--- src/rtl/vram_rect_fill_pkg.sv ---
// Shared definitions for the mini-GPU fill path: framebuffer geometry, pixel type,
// fill FSM encoding and the shift-add row offset used instead of a multiplier.
package minigpu_pkg;

    localparam int FB_W_DEF = 320;
    localparam int FB_H_DEF = 240;

    typedef logic [7:0] rgb332_t;

    typedef enum logic [1:0] {
        ST_IDLE   = 2'd0,
        ST_SETUP  = 2'd1,
        ST_FILL   = 2'd2,
        ST_FINISH = 2'd3
    } fill_state_t;

    // y*320 == (y<<8) + (y<<6); the framebuffer width is fixed at 320
    function automatic logic [31:0] y_times_fb_w(input logic [7:0] y);
        return ({24'd0, y} << 8) + ({24'd0, y} << 6);
    endfunction

endpackage

--- src/rtl/vram_rect_fill_if.sv ---
// Command, status and VRAM port-B signals of the rectangle fill engine.
interface vram_rect_fill_if
    import minigpu_pkg::*;
#(
    parameter int ADDR_W = 18
);
    logic              start;
    logic              abort;
    logic [ADDR_W-1:0] base_addr;
    logic [8:0]        x0;
    logic [8:0]        x1;
    logic [7:0]        y0;
    logic [7:0]        y1;
    rgb332_t           color;
    logic              busy;
    logic              done;
    logic [ADDR_W-1:0] vram_addr;
    rgb332_t           vram_data;
    logic              vram_we;

    modport slave (
        input  start, abort, base_addr, x0, x1, y0, y1, color,
        output busy, done, vram_addr, vram_data, vram_we
    );

    modport master (
        output start, abort, base_addr, x0, x1, y0, y1, color,
        input  busy, done, vram_addr, vram_data, vram_we
    );
endinterface

--- src/rtl/vram_rect_fill_addr_gen.sv ---
// Row-major pixel walker: holds the address of the next pixel to write and flags
// when that pixel is the bottom-right corner. Loaded on command accept, advanced by i_step.
module rect_addr_gen
    import minigpu_pkg::*;
#(
    parameter int ADDR_W = 18,
    parameter int FB_W   = FB_W_DEF
) (
    input  logic              i_clk,
    input  logic              i_rst_n,
    input  logic              i_load,
    input  logic [ADDR_W-1:0] i_base,
    input  logic [8:0]        i_x0,
    input  logic [7:0]        i_y0,
    input  logic              i_step,
    input  logic [8:0]        i_x1c,
    input  logic [7:0]        i_y1c,
    output logic [ADDR_W-1:0] o_addr,
    output logic              o_last
);
    logic [ADDR_W-1:0] r_row_addr;
    logic [8:0]        r_x0;
    logic [8:0]        r_cur_x;
    logic [7:0]        r_cur_y;

    always_ff @(posedge i_clk or negedge i_rst_n) begin
        if (!i_rst_n) begin
            r_row_addr <= '0;
            r_x0       <= '0;
            r_cur_x    <= '0;
            r_cur_y    <= '0;
        end else if (i_load) begin
            r_row_addr <= i_base + ADDR_W'(y_times_fb_w(i_y0));
            r_x0       <= i_x0;
            r_cur_x    <= i_x0;
            r_cur_y    <= i_y0;
        end else if (i_step) begin
            if (r_cur_x < i_x1c) begin
                r_cur_x <= r_cur_x + 9'd1;
            end else begin
                r_cur_x    <= r_x0;
                r_cur_y    <= r_cur_y + 8'd1;
                r_row_addr <= r_row_addr + ADDR_W'(FB_W);
            end
        end
    end

    assign o_addr = r_row_addr + ADDR_W'(r_cur_x);
    assign o_last = (r_cur_x == i_x1c) && (r_cur_y == i_y1c);

endmodule

--- src/rtl/vram_rect_fill.sv ---
// Clipped solid-rectangle fill into VRAM port B, one byte per clock in row-major order.
// Registered outputs track the state: BUSY in SETUP/FILL, WE only in FILL, DONE in FINISH.
module vram_rect_fill
    import minigpu_pkg::*;
#(
    parameter int ADDR_W = 18,
    parameter int FB_W   = FB_W_DEF,
    parameter int FB_H   = FB_H_DEF
) (
    input  logic             i_clk,
    input  logic             i_rst_n,
    vram_rect_fill_if.slave  bus
);
    fill_state_t       r_state, w_next;
    logic [8:0]        r_x0, r_x1;
    logic [7:0]        r_y0, r_y1;
    rgb332_t           r_color;
    logic              r_busy, r_done, r_we, r_last;
    logic [ADDR_W-1:0] r_addr;
    rgb332_t           r_data;

    logic [8:0]        w_x1c;
    logic [7:0]        w_y1c;
    logic              w_empty, w_load, w_step, w_gen_last;
    logic [ADDR_W-1:0] w_gen_addr;

    assign w_x1c   = (r_x1 > 9'(FB_W - 1)) ? 9'(FB_W - 1) : r_x1;
    assign w_y1c   = (r_y1 > 8'(FB_H - 1)) ? 8'(FB_H - 1) : r_y1;
    assign w_empty = (r_x0 > w_x1c) || (r_y0 > w_y1c);
    assign w_load  = (r_state == ST_IDLE) && bus.start;

    rect_addr_gen #(.ADDR_W(ADDR_W), .FB_W(FB_W)) u_addr_gen (
        .i_clk   (i_clk),
        .i_rst_n (i_rst_n),
        .i_load  (w_load),
        .i_base  (bus.base_addr),
        .i_x0    (bus.x0),
        .i_y0    (bus.y0),
        .i_step  (w_step),
        .i_x1c   (w_x1c),
        .i_y1c   (w_y1c),
        .o_addr  (w_gen_addr),
        .o_last  (w_gen_last)
    );

    // w_step registers the walker's pending pixel as the next write; r_last marks
    // that the write currently on the port is the final one.
    always_comb begin
        w_next = r_state;
        w_step = 1'b0;
        case (r_state)
            ST_IDLE: begin
                if (bus.start) w_next = ST_SETUP;
            end
            ST_SETUP: begin
                if (bus.abort || w_empty) begin
                    w_next = ST_FINISH;
                end else begin
                    w_next = ST_FILL;
                    w_step = 1'b1;
                end
            end
            ST_FILL: begin
                if (bus.abort || r_last) w_next = ST_FINISH;
                else                     w_step = 1'b1;
            end
            ST_FINISH: w_next = ST_IDLE;
            default:   w_next = ST_IDLE;
        endcase
    end

    always_ff @(posedge i_clk or negedge i_rst_n) begin
        if (!i_rst_n) begin
            r_state <= ST_IDLE;
            r_x0    <= '0;
            r_x1    <= '0;
            r_y0    <= '0;
            r_y1    <= '0;
            r_color <= '0;
            r_busy  <= 1'b0;
            r_done  <= 1'b0;
            r_we    <= 1'b0;
            r_last  <= 1'b0;
            r_addr  <= '0;
            r_data  <= '0;
        end else begin
            r_state <= w_next;
            if (w_load) begin
                r_x0    <= bus.x0;
                r_x1    <= bus.x1;
                r_y0    <= bus.y0;
                r_y1    <= bus.y1;
                r_color <= bus.color;
            end
            r_busy <= (w_next == ST_SETUP) || (w_next == ST_FILL);
            r_done <= (w_next == ST_FINISH);
            r_we   <= w_step;
            if (w_step) begin
                r_addr <= w_gen_addr;
                r_data <= r_color;
                r_last <= w_gen_last;
            end
        end
    end

    assign bus.busy      = r_busy;
    assign bus.done      = r_done;
    assign bus.vram_we   = r_we;
    assign bus.vram_addr = r_addr;
    assign bus.vram_data = r_data;

endmodule

--- src/flat_wrapper.sv ---
// flat-port wrapper written by rule: the top's interface ports become plain ports
module vram_rect_fill_flat import minigpu_pkg::*;
#(
    parameter int ADDR_W = 18,
    parameter int FB_W   = FB_W_DEF,
    parameter int FB_H   = FB_H_DEF
)
  (i_clk, i_rst_n, bus_start, bus_abort, bus_base_addr, bus_x0, bus_x1, bus_y0, bus_y1, bus_color, bus_busy, bus_done, bus_vram_addr, bus_vram_data, bus_vram_we);
  vram_rect_fill_if #(.ADDR_W(ADDR_W)) bus_i ();
  input  logic i_clk;
  input  logic i_rst_n;
  input wire logic [$bits(bus_i.start)-1:0] bus_start;
  input wire logic [$bits(bus_i.abort)-1:0] bus_abort;
  input wire logic [$bits(bus_i.base_addr)-1:0] bus_base_addr;
  input wire logic [$bits(bus_i.x0)-1:0] bus_x0;
  input wire logic [$bits(bus_i.x1)-1:0] bus_x1;
  input wire logic [$bits(bus_i.y0)-1:0] bus_y0;
  input wire logic [$bits(bus_i.y1)-1:0] bus_y1;
  input wire logic [$bits(bus_i.color)-1:0] bus_color;
  output wire logic [$bits(bus_i.busy)-1:0] bus_busy;
  output wire logic [$bits(bus_i.done)-1:0] bus_done;
  output wire logic [$bits(bus_i.vram_addr)-1:0] bus_vram_addr;
  output wire logic [$bits(bus_i.vram_data)-1:0] bus_vram_data;
  output wire logic [$bits(bus_i.vram_we)-1:0] bus_vram_we;
  assign bus_i.start = bus_start;
  assign bus_i.abort = bus_abort;
  assign bus_i.base_addr = bus_base_addr;
  assign bus_i.x0 = bus_x0;
  assign bus_i.x1 = bus_x1;
  assign bus_i.y0 = bus_y0;
  assign bus_i.y1 = bus_y1;
  assign bus_i.color = bus_color;
  assign bus_busy = bus_i.busy;
  assign bus_done = bus_i.done;
  assign bus_vram_addr = bus_i.vram_addr;
  assign bus_vram_data = bus_i.vram_data;
  assign bus_vram_we = bus_i.vram_we;
  vram_rect_fill #(.ADDR_W(ADDR_W), .FB_W(FB_W), .FB_H(FB_H)) u_core (.i_clk(i_clk), .i_rst_n(i_rst_n), .bus(bus_i));
endmodule
--- config.mk ---
export PLATFORM = sky130hd
export DESIGN_NAME = vram_rect_fill_flat
export DESIGN_NICKNAME = d
export VERILOG_FILES = /design/src/rtl/vram_rect_fill_pkg.sv /design/src/rtl/vram_rect_fill_if.sv /design/src/rtl/vram_rect_fill_addr_gen.sv /design/src/rtl/vram_rect_fill.sv /design/src/flat_wrapper.sv
export SDC_FILE = /design/constraint.sdc
export NUM_CORES = 1
export LEC_CHECK = 0
export BUFFER_PORTS_ARGS = -buffer_cell sky130_fd_sc_hd__buf_2
export CAP_MARGIN = 20
export CORE_MARGIN = 2
export CORE_UTILIZATION = 28
export DETAILED_ROUTE_END_ITERATION = 10
export HOLD_SLACK_MARGIN = 0.06
export PLACE_DENSITY_LB_ADDON = 0.1
export SYNTH_ARGS = -nofsm -noshare
export SYNTH_HDL_FRONTEND = slang
export SYNTH_SLANG_ARGS = --single-unit
export TNS_END_PERCENT = 50
--- constraint.sdc ---
create_clock -name i_clk -period 4.15 [get_ports i_clk]
set_input_delay 0.2075 -clock i_clk [delete_from_list [all_inputs] [get_ports i_clk]]
set_output_delay 0.2075 -clock i_clk [all_outputs]
set_load 0.01 [all_outputs]
==> results of run 1 <==
==> critical path, cell delays in order (launching register included) <==
cell and delay (ns):
dfrtp_1 0.37, inv_1 0.09, nor4_2 0.26, buf_4 0.19
nor2_1 0.08, ha_1 0.27, nand3_1 0.09, o21bai_1 0.17
a21oi_1 0.15, o21ai_2 0.09, a31oi_4 0.66, buf_4 0.42
mux2_1 0.36
==> cells in the mapped netlist (3+ instances only) <==
cell,instances
nand2_1,177
dfrtp_1,109
ha_1,57
nor2_1,50
a21oi_1,31
o21ai_0,23
nand3_1,21
o21ai_1,21
a31oi_1,20
clkbuf_1,19
inv_1,18
o31ai_1,15
xnor2_1,15
xor2_1,15
or4_1,13
mux2_1,12
buf_2,10
a21o_1,9
o211ai_1,9
fa_1,8
and3_1,7
nand4_1,7
nor2b_1,6
nor3_1,6
o21a_1,6
or3_1,6
mux2i_1,5
and2_1,3
buf_1,3
o21bai_1,3
==> cells in the final DEF, fill, tap and decap left out, types with 3 or more instances in the layout <==
cell type | synthesis | routed
ha_1 | 57 | 57
o21ai_1 | 21 | 22
o21bai_1 | 3 | 3
dlygate4sd3_1 | 0 | 29
buf_2 | 10 | 91
a31oi_1 | 20 | 20
and3_1 | 7 | 7
xor2_1 | 15 | 15
nor2_1 | 50 | 50
o31ai_1 | 15 | 15
a21oi_1 | 31 | 31
fa_1 | 8 | 8
xnor2_1 | 15 | 15
a21o_1 | 9 | 9
nor3_1 | 6 | 6
inv_1 | 18 | 18
o21a_1 | 6 | 6
or4_1 | 13 | 13
nand2_1 | 177 | 176
mux2i_1 | 5 | 5
nand4_1 | 7 | 7
o211ai_1 | 9 | 9
mux2_1 | 12 | 12
nand3_1 | 21 | 21
o21ai_0 | 23 | 22
or3_1 | 6 | 6
buf_4 | 1 | 8
nor2b_1 | 6 | 6
clkbuf_16 | 0 | 9
dfrtp_1 | 109 | 109
==> logic make-up after synthesis <==
family	count (synthesis)	share of synthesized area (%)
XOR/XNOR	30	3.951
multiplexers	17	2.785
AND/OR/NAND/NOR	314	21.49
flip-flops	109	41.02
buffers and inverters	52	3.180
AO/OA/AOI/OAI	153	14.45
adder cells (fa/ha/maj)	65	13.13
==> where the power goes <==
group	internal [mW]	leakage [nW]	switching, mW	total (mW)
logic	1.34	2.30	1.95	3.29
clock network	0.509	0.157	0.429	0.938
registers	1.57	1.34	0.495	2.06
==> metal layers <==
metal	wire length [microns]	track usage, %
met1	8523	20.28
met2	8773	25.69
met3	769	3.422
met4	167	3.303
met5	0	0
==> layout make-up <==
class | count | area share [%]
Multi-Input combinational cell | 579 | 46.13
Sequential cell | 109 | 33.79
Tap cell | 319 | 4.944
Inverter | 19 | 0.8834
Clock buffer | 11 | 3.131
Timing Repair Buffer | 129 | 10.32
Clock inverter | 5 | 0.8060
==> flip-flops by register name, summed over array words and instances, names as in the netlist, 2 cells and up <==
signal / cells
u_core.r_y1: 8
u_core.r_state: 2
u_core.u_addr_gen.r_cur_x: 9
u_core.r_x1: 9
u_core.bus.vram_addr: 18
u_core.r_y0: 8
u_core.r_x0: 9
u_core.u_addr_gen.r_cur_y: 8
u_core.r_color: 8
u_core.bus.vram_data: 8
u_core.u_addr_gen.r_row_addr: 18
==> timing repair <==
action,in CTS,in global routing
endpoints found under the hold margin,28,26
hold buffers,28,1
resized for setup,0,0
==> worst min-delay path by stage <==
stage	endpoint	slack (ns)
detailed placement	u_core.r_x1[0]	0.40
finish	u_core.u_addr_gen.r_row_addr[4]	0.06
floorplan	u_core.bus.busy	-0.09
global placement	u_core.r_color[4]	0.40
global route	u_core.u_addr_gen.r_row_addr[5]	0.07
CTS	u_core.r_x0[4]	0.06
==> metrics.md, run 1 <==
| Metric | Value |
|---|---|
| CP startpoint | u_core.r_y1[6] |
| Port bufs | 92 |
| Post-DP HPWL | 13.56 mm |
| Hold path depth | 3 |
| Worst min-delay path startpoint | bus_base_addr[4] |
| Area of the die | between 20,000 and 25,000 sq um |
| Setup TNS | 0 ns |
| Post-layout power | 6.293 mW |
| RR Startpoint | u_core.r_y1[6] |
| CTS sink cnt | approximately 110 |
| Least-Margin Pin Slew | between 0.9 and 1 ns |
| Fin crit period | approximately 3.4 ns |
| Area grow syn2layout | 21.39% |
| Final Max Slew Viols | 0 |
| Gr usage total | approximately 15% |
| Crit path DAT | approximately 3.6 ns |
| Post-synthesis register bit count | roughly 110 |
| First-pass GRT wire length | 29.97 mm |
| Final Hold Viols | 0 |
| Via count | between 5,000 and 6,000 |
| Starting DRT DRC Count | 210 |
| Worst hold slack | ~0.065 ns |
| Design area | about 8000 sq um |
| Grt total ovfl | 0 |
| Synth area leaders | dfrtp_1 (41%), ha_1 (11%), nand2_1 (10%) |
| Yosys top cell by area | dfrtp_1 |
| Drt wl/cell | around 16 microns |
| Final Routed Wirelength | ~18 mm |
| R2R depth | 12 |
| WS Path Type | flip-flop to flip-flop |
| Vias in the first global route | roughly 5,700 |
| Setup violations, final | 0 |
| Avg Inst Size Synth | roughly 9 sq um |
| Largest net degree at the start of global routing | 83 |
| Placed cell area | 7437 sq um |
| Fraction of registers with async set/reset | 100.0% |
| Initial core utilization | 28.42% |
| Final worst slack | roughly 0.8 ns |
| Headroom to the max-slew limit | between 30% and 40% |
| DRC violations left | 0 |
| Clk_lat worst skew | around 0.37 ns |
| Outcome | finished clean |
| Crit share post-route | between 80 and 90% |
| RSZ-0062 raised after global routing | no |
| Top cell type's share of synthesized area | around 40% |
| Register area | ~2700 sq um |
| Count of synthesis-stage warnings from yosys | 0 |
| Synth unique cells | just under 60 |
| Reg-to-Reg End | u_core.bus.vram_data[6] |
| Power Density | slightly below 800 nW/um^2 |
| Max Buffers Root-to-Sink | 2 |
| F_max | between 0.2 and 0.3 GHz |
| Place WS | roughly 0.79 ns |
| Final design utilization | around 34% |
| Via density | 4.814 |
| Post-synthesis sequential area ratio | about two fifths |
| Peak supply drop | between 0.3 and 0.4 mV |
| Pleak | ~3.8 nW |
| Gpl congestion | 0.8132 |
| Worst R2R Setup Slack | approximately 0.8 ns |
| ANT cells | 0 |
| H-Tree Depth | 3 |
| Critical Path Start Type | flip-flop |
| Post-synth EDFFs | 0 |
| Final nets | approximately 980 |
| CTS root buf | clkbuf_16 |
| Hold Crit Class | input pin to flip-flop |
| Routed Antenna Nets | 0 |
| Num CTS Buffers | 9 |
| Drt first pass iters | 4 |
| CP Max Fanout | 28 |
| Core footprint | around 23,000 sq um |
| Final std cells w/o fill | roughly 1,200 |
| CTS tree | yes |
| Multi-input logic area | ~3700 sq um |
| Clock transition at path regs | around 0.080 ns |
| Worst path required time | around 4.4 ns |
| Layout cells sized above 1 | 15.02% |
| Initial antenna violation count | 0 |
| Post-CTS Setup Bufs | 0 |
| Num rows | 56 |
| Syn Inst Count | 740 |
| # fillers | 2,486 |
| Number of placed instances with taps included | around 1,100 |
| Post-Syn Area | roughly 6700 sq um |
| Clock Skew | roughly 0.016 ns |
| Die W | around 160 microns |
| Die Height | 158.1 microns |
| Post-synth net total | around 870 |
| Worst Setup End Kind | flip-flop |
| CP endpoint | u_core.bus.vram_data[6] |
| Max-cap violation count | 0 |
| Boundary Pins | 93 |
| Ys flop type | dfrtp_1 |
Power figures use the tool's default switching activity.
==> inputs of run 2 (changes only) <==
--- a/config.mk
+++ b/config.mk
@@ -5,6 +5,7 @@
 export SDC_FILE = /design/constraint.sdc
 export NUM_CORES = 1
 export LEC_CHECK = 0
+export ABC_AREA = 1
 export BUFFER_PORTS_ARGS = -buffer_cell sky130_fd_sc_hd__buf_2
 export CAP_MARGIN = 20
 export CORE_MARGIN = 2
==> constraint.sdc (replaced) <==
create_clock -name i_clk -period 2.99 [get_ports i_clk]
set_input_delay 0.1495 -clock i_clk [delete_from_list [all_inputs] [get_ports i_clk]]
set_output_delay 0.1495 -clock i_clk [all_outputs]
set_load 0.01 [all_outputs]
==> metrics.md, run 2 <==
| Metric | Value |
|---|---|
| Outcome | finished clean (unchanged) |
| Crit path DAT | 2.83 ns (was 3.60 ns) |
| Starting DRT DRC Count | 285 (was 210) |
| R2R depth | 16 (was 12) |
| Gr usage total | 15.37% (was 15.33%) |
| Max-cap violation count | 0 (unchanged) |
| Clk_lat worst skew | 0.36 ns (was 0.37 ns) |
| Pleak | 4.288 nW (was 3.798 nW) |
| Setup violations, final | 0 (unchanged) |
| First-pass GRT wire length | 31.84 mm (was 29.97 mm) |
| Max Buffers Root-to-Sink | 2 (unchanged) |
| Met3 Usage GRT | 2.505% (was 3.422%) |
| Commonest non-fill, non-tap cell in the layout | nand2_1 (unchanged) |
| Drt first pass iters | 7 (was 4) |
| Cell Int Power | 4.444 mW (was 3.419 mW) |
| Worst path required time | 3.24 ns (was 4.39 ns) |
| Drt wl/cell | 14.16 microns (was 15.57 microns) |
| Final Hold Viols | 0 (unchanged) |
| Die W | 160.5 microns (was 158.1 microns) |
| WS Path Type | flip-flop to flip-flop (unchanged) |
| Least-Margin Pin Slew | 0.7011 ns (was 0.9814 ns) |
| GR peak layer | met2 (unchanged) |
| Setup TNS | 0 ns (unchanged) |
| Area of the die | 25,770 sq um (was 25,000 sq um) |
| Num CTS Buffers | 9 (unchanged) |
| Avg Inst Size Synth | 7.797 sq um (was 8.987 sq um) |
| Comb power frac | 51.6% (was 52.3%) |
| Sequential power share | 32.6% (was 32.8%) |
| Commonest non-fill, non-tap cells in the layout | nand2_1 (294), dfrtp_1 (109), buf_2 (91) (was nand2_1 (176), dfrtp_1 (109), buf_2 (91)) |
| Final Max Slew Viols | 0 (unchanged) |
| Sw Ratio | 46.27% (was 45.67%) |
| CTS tree | yes (unchanged) |
| CTS root buf | clkbuf_16 (unchanged) |
| Power Density | 986.6 nW/um^2 (was 779.5 nW/um^2) |
| Boundary Pins | 93 (unchanged) |
| CTS sink cnt | 109 (unchanged) |
| Hold path depth | 3 (unchanged) |
| Yosys top cell by area | dfrtp_1 (unchanged) |
| Fin crit period | 2.578 ns (was 3.351 ns) |
| Hold Buf Count CTS | 39 (was 28) |
| Gpl congestion | 0.7586 (was 0.8132) |
| Post-synth net total | 1,009 (was 869) |
| Top cell type's share of synthesized area | 39.75% (was 41.02%) |
| Die Height | 160.5 microns (was 158.1 microns) |
| Post-Syn Area | 6862 sq um (was 6650 sq um) |
| Synth unique cells | 38 (was 58) |
| Headroom to the max-slew limit | 53.26% (was 34.13%) |
| Final std cells w/o fill | 1,332 (was 1,171) |
| Synth area leaders | dfrtp_1 (40%), nand2_1 (16%), ha_1 (10%) (was dfrtp_1 (41%), ha_1 (11%), nand2_1 (10%)) |
| Via count | 5,917 (was 5,637) |
| Crit share post-route | 86.21% (was 80.74%) |
| Critical Path Start Type | flip-flop (unchanged) |
| DRC violations left | 0 (unchanged) |
| Via density | 4.442 (was 4.814) |
| Hold Crit Class | input pin to flip-flop (unchanged) |
| Met2 Resource Use GR | 24.61% (was 25.69%) |
| Post-CTS Setup Bufs | 0 (unchanged) |
| Port bufs | 92 (unchanged) |
| CP Max Fanout | 20 (was 28) |
| Fraction of registers with async set/reset | 100.0% (unchanged) |
| Final design utilization | 34.68% (was 34.50%) |
| Peak supply drop | 0.3145 mV (was 0.3211 mV) |
| Count of synthesis-stage warnings from yosys | 0 (unchanged) |
| Post-DP HPWL | 14.03 mm (was 13.56 mm) |
| Cts repair resizes | 0 (unchanged) |
| Worst hold slack | 0.07439 ns (was 0.06495 ns) |
| Largest net degree at the start of global routing | 61 (was 83) |
| Initial antenna violation count | 0 (unchanged) |
| Switch Pwr | 3.828 mW (was 2.874 mW) |
| Routed Antenna Nets | 0 (unchanged) |
| Clock share of power | 15.8% (was 14.9%) |
| Design area | 8384 sq um (was 8073 sq um) |
| F_max | 0.3879 GHz (was 0.2984 GHz) |
| Syn Inst Count | 880 (was 740) |
| Area grow syn2layout | 22.19% (was 21.39%) |
| Final Routed Wirelength | 18.86 mm (was 18.23 mm) |
| Most common cell in the synthesized netlist | nand2_1 (unchanged) |
| Grt met1 use | 21.83% (was 20.28%) |
| Worst Setup End Kind | flip-flop (unchanged) |
| Core footprint | 24,180 sq um (was 23,400 sq um) |
| Placed cell area | 7679 sq um (was 7437 sq um) |
| Most frequent cells after synthesis | nand2_1 (295), dfrtp_1 (109), nand3_1 (74) (was nand2_1 (177), dfrtp_1 (109), ha_1 (57)) |
| Num rows | 57 (was 56) |
| Post-synthesis register bit count | 109 (unchanged) |
| Ys flop type | dfrtp_1 (unchanged) |
| ANT cells | 0 (unchanged) |
| Clock Skew | 0.009927 ns (was 0.01615 ns) |
| Post-synth EDFFs | 0 (unchanged) |
| Final nets | 1,132 (was 976) |
| Initial core utilization | 28.38% (was 28.42%) |
| RSZ-0062 raised after global routing | no (unchanged) |
| Vias in the first global route | 6,055 (was 5,738) |
| Post-synthesis sequential area ratio | 39.75% (was 41.02%) |
| Number of placed instances with taps included | 1,277 (was 1,125) |
| Clock transition at path regs | 0.08 ns (about the same) |
| Grt total ovfl | 0 (unchanged) |
| Layout cells sized above 1 | 13.00% (was 15.02%) |
| H-Tree Depth | 3 (unchanged) |
-- run 2: cell type report --
class | instances | area, sq um
inverters | 71 | 266.5
fillers | 2597 | 15790
multi-input cells | 670 | 3709
clock inverters | 7 | 90.09
flip-flops and latches | 109 | 2728
repair buffers | 142 | 960.9
well taps | 324 | 405.4
clock buffers | 9 | 225.2
-- run 2: through the flow --
stage	total power [mW]	setup slack, ns
after floorplan	5.763	0.7868
after global placement	7.064	0.4383
after detailed placement	7.064	0.3927
after CTS	8.445	0.3687
after global routing	9.256	0.07858
final	8.272	0.4123
-- run 2: worst paths after layout --
kind	startpoint	to	slack, ns
worst max-delay path	u_core.r_x1[7]	u_core.u_addr_gen.r_row_addr[13]	0.41
worst min-delay path	bus_x0[8]	u_core.r_x0[8]	0.07
worst max register to register	u_core.r_x1[7]	u_core.u_addr_gen.r_row_addr[13]	0.41
worst min register to register	u_core.bus.vram_addr[1]	u_core.bus.vram_addr[1]	0.48
max in group asynchronous	i_rst_n	u_core.u_addr_gen.r_row_addr[10]	1.83
min in group asynchronous	i_rst_n	u_core.r_color[4]	0.37
-- run 2: per-layer routing --
| layer | share of wire, % | wire length, microns |
|---|---|---|
| met1 | 50 | 9479 |
| met4 | 0.86 | 163 |
| met2 | 46 | 8614 |
| met5 | 0 | 0 |
| met3 | 3.2 | 605 |
-- run 2: critical path, stage by stage (launching register included) --
cell and delay [ns]:
dfrtp_1 0.39, o21ai_0 0.21, inv_1 0.14, nor2_1 0.18
ha_1 0.28, a21oi_1 0.16, nand2_1 0.08, nand2_1 0.05
nand3_1 0.06, nand2_1 0.11, nand4_1 0.09, nand2_1 0.11
nand2_4 0.08, nand2_4 0.06, nand2_2 0.25, nand2_1 0.15
nand2_1 0.05
-- run 2: logic make-up after synthesis --
| logic type | Yosys count | synth area share (%) |
|---|---|---|
| AOI/OAI and AO/OA | 126 | 9.774 |
| xor gates and xnor gates | 35 | 4.467 |
| adders and majority gates | 65 | 12.73 |
| buffers and inverters | 101 | 6.236 |
| DFF | 109 | 39.75 |
| and+or+nand+nor | 444 | 27.04 |
-- run 2: power groups by stage --
| stage | Combinational [mW] | Clock (mW) | Sequential [mW] |
|---|---|---|---|
| floorplan | 3.16 | 0 | 2.61 |
| global placement | 4.33 | 0 | 2.74 |
| detailed placement | 4.33 | 0 | 2.73 |
| CTS | 4.38 | 1.35 | 2.71 |
| global route | 5.05 | 1.41 | 2.80 |
| finish | 4.27 | 1.31 | 2.69 |
==> inputs of run 3 (changes only) <==
--- a/config.mk
+++ b/config.mk
@@ -6,7 +6,7 @@
 export NUM_CORES = 1
 export LEC_CHECK = 0
 export ABC_AREA = 1
-export BUFFER_PORTS_ARGS = -buffer_cell sky130_fd_sc_hd__buf_2
+export BUFFER_PORTS_ARGS = -buffer_cell sky130_fd_sc_hd__buf_4
 export CAP_MARGIN = 20
 export CORE_MARGIN = 2
 export CORE_UTILIZATION = 28
==> metrics.md, run 3 (synthesis gave the netlist of run 2 again) <==
| Metric | Value |
|---|---|
| Vias in the first global route | 5,934 (was 6,055) |
| Final Hold Viols | 0 (unchanged) |
| Num rows | 57 (unchanged) |
| Least-Margin Pin Slew | 0.8474 ns (was 0.7011 ns) |
| Design area | 8546 sq um (was 8384 sq um) |
| Starting DRT DRC Count | 291 (was 285) |
| # fillers | 2,575 (was 2,597) |
| First-pass GRT wire length | 31.24 mm (was 31.84 mm) |
| Crit share post-route | 86.34% (was 86.21%) |
| CTS sink cnt | 109 (unchanged) |
| CP Max Fanout | 20 (unchanged) |
| Initial core utilization | 28.38% (unchanged) |
| Commonest non-fill, non-tap cells in the layout | nand2_1 (294), dfrtp_1 (109), buf_4 (102) (was nand2_1 (294), dfrtp_1 (109), buf_2 (91)) |
| H-Tree Depth | 3 (unchanged) |
| Final nets | 1,130 (was 1,132) |
| Via density | 4.464 (was 4.442) |
| Crit path DAT | 2.82 ns (was 2.83 ns) |
| Clock Skew | 0.01003 ns (was 0.009927 ns) |
| Worst hold slack | 0.05731 ns (was 0.07439 ns) |
| Hold Crit Class | input pin to flip-flop (unchanged) |
| Place WS | 0.3957 ns (was 0.3927 ns) |
| Final Max Slew Viols | 0 (unchanged) |
| Boundary Pins | 93 (unchanged) |
| Post-CTS Setup Bufs | 0 (unchanged) |
| Outcome | finished clean (unchanged) |
| Headroom to the max-slew limit | 43.51% (was 53.26%) |
| Critical Path Start Type | flip-flop (unchanged) |
| Core footprint | 24,180 sq um (unchanged) |
| Max-cap violation count | 0 (unchanged) |
| Clk_lat worst skew | 0.36 ns (about the same) |
| Commonest non-fill, non-tap cell in the layout | nand2_1 (unchanged) |
| Port bufs | 92 (unchanged) |
| Area of the die | 25,770 sq um (unchanged) |
| Largest net degree at the start of global routing | 65 (was 61) |
| Via count | 5,932 (was 5,917) |
| Routed Antenna Nets | 0 (unchanged) |
| Setup TNS | 0 ns (unchanged) |
| Worst Setup End Kind | flip-flop (unchanged) |
| F_max | 0.3874 GHz (was 0.3879 GHz) |
| Power Density | 964.9 nW/um^2 (was 986.6 nW/um^2) |
| Peak supply drop | 0.3940 mV (was 0.3145 mV) |
| Post-layout power | 8.246 mW (was 8.272 mW) |
| Fin crit period | 2.582 ns (was 2.578 ns) |
| Clock transition at path regs | 0.08 ns (about the same) |
| Max Buffers Root-to-Sink | 2 (unchanged) |
| Layout cells sized above 1 | 13.03% (was 13.00%) |
| Drt wl/cell | 14.16 microns (about the same) |
| Gr usage total | 15.09% (was 15.37%) |
| Drt first pass iters | 4 (was 7) |
| CTS root buf | clkbuf_16 (unchanged) |
| Area grow syn2layout | 24.54% (was 22.19%) |
| ANT cells | 0 (unchanged) |
| WS Path Type | flip-flop to flip-flop (unchanged) |
| Grt total ovfl | 0 (unchanged) |
| Final worst slack | 0.4084 ns (was 0.4123 ns) |
| Num CTS Buffers | 9 (unchanged) |
| Worst path required time | 3.23 ns (was 3.24 ns) |
| Pleak | 4.320 nW (was 4.288 nW) |
| Placed cell area | 7914 sq um (was 7679 sq um) |
| DRC violations left | 0 (unchanged) |
| Setup violations, final | 0 (unchanged) |
| Initial antenna violation count | 0 (unchanged) |
| Die W | 160.5 microns (unchanged) |
| RSZ-0062 raised after global routing | no (unchanged) |
| CTS tree | yes (unchanged) |
| Gpl congestion | 0.7887 (was 0.7586) |
| Final Routed Wirelength | 18.82 mm (was 18.86 mm) |
| Post-DP HPWL | 14.12 mm (was 14.03 mm) |
| Die Height | 160.5 microns (unchanged) |
==> run 3: changes by cell type in the layout (fill, tap and decap cells not counted), sizes merged <==
| cell | change |
|---|---|
| bufinv | -1 |
| inv | -1 |
| dlygate4sd3 | -3 |
| clkinvlp | +1 |
| buf | +1 |
==> run 3: cell type report <==
class / count / area [sq um] / share of cell area, %
clock buffer: 9 / 225.2 / 2.635
timing repair buffer: 140 / 1166 / 13.65
multi-input combinational: 670 / 3709 / 43.40
inverter: 71 / 266.5 / 3.119
sequential: 109 / 2728 / 31.92
tap: 324 / 405.4 / 4.744
clock inverter: 6 / 46.29 / 0.5417
==> run 3: timing repair <==
| item | CTS | global route |
|---|---|---|
| resized for setup | 0 | 0 |
| hold buffers | 36 | 0 |
| hold endpoints to repair | 100 | 0 |
==> run 3: final timing paths <==
kind / startpoint / to / slack (ns) / depth (start not counted)
setup / recovery: u_core.r_y1[7] / u_core.u_addr_gen.r_row_addr[13] / 0.41 / 19
hold / removal: bus_x0[6] / u_core.r_x0[6] / 0.06 / 3
setup reg to reg: u_core.r_y1[7] / u_core.u_addr_gen.r_row_addr[13] / 0.41 / 19
hold reg to reg: u_core.bus.vram_addr[3] / u_core.bus.vram_addr[3] / 0.49 / 2
max in group asynchronous: i_rst_n / u_core.bus.done / 1.73 / 3
min in group asynchronous: i_rst_n / u_core.r_color[4] / 0.43 / 2
==> run 3: stage by stage <==
stage / util, % / instances
after floorplan: - / 880
after global placement: 32.73 / 1278
after detailed placement: 32.73 / 1278
after CTS: 35.35 / 1329
after global routing: 35.35 / 1329
final: 35.35 / 1329
==> run 3: layer usage <==
layer / track usage (%) / vias to the layer above / wire, microns
met2: 24.63 / 83 / 8632
li1: - / 3105 / -
met4: 3.481 / 0 / 176
met3: 2.144 / 10 / 496
met5: 0 / - / 0
met1: 21.20 / 2734 / 9517
==> run 3: critical path, stage by stage (launching register included) <==
cell     delay (ns)
dfrtp_1        0.42
nand4_1        0.14
inv_1          0.08
or2_2          0.29
inv_1          0.08
ha_1           0.23
nand2_1        0.06
inv_1          0.04
nand2_1        0.06
nand2_1        0.04
nand2_1        0.05
nand2_1        0.04
nand2_1        0.11
nand4_1        0.11
nand2_1        0.11
nand2_4        0.08
nand2_4        0.07
nand2_2        0.25
nand2_1        0.15
nand2_1        0.06
==> run 3: power breakdown <==
group          switching [mW]  internal, mW  total (mW)
registers               0.576          2.13        2.71
clock network           0.601         0.572        1.17
logic                    2.62          1.75        4.37
total                    3.80          4.45        8.25
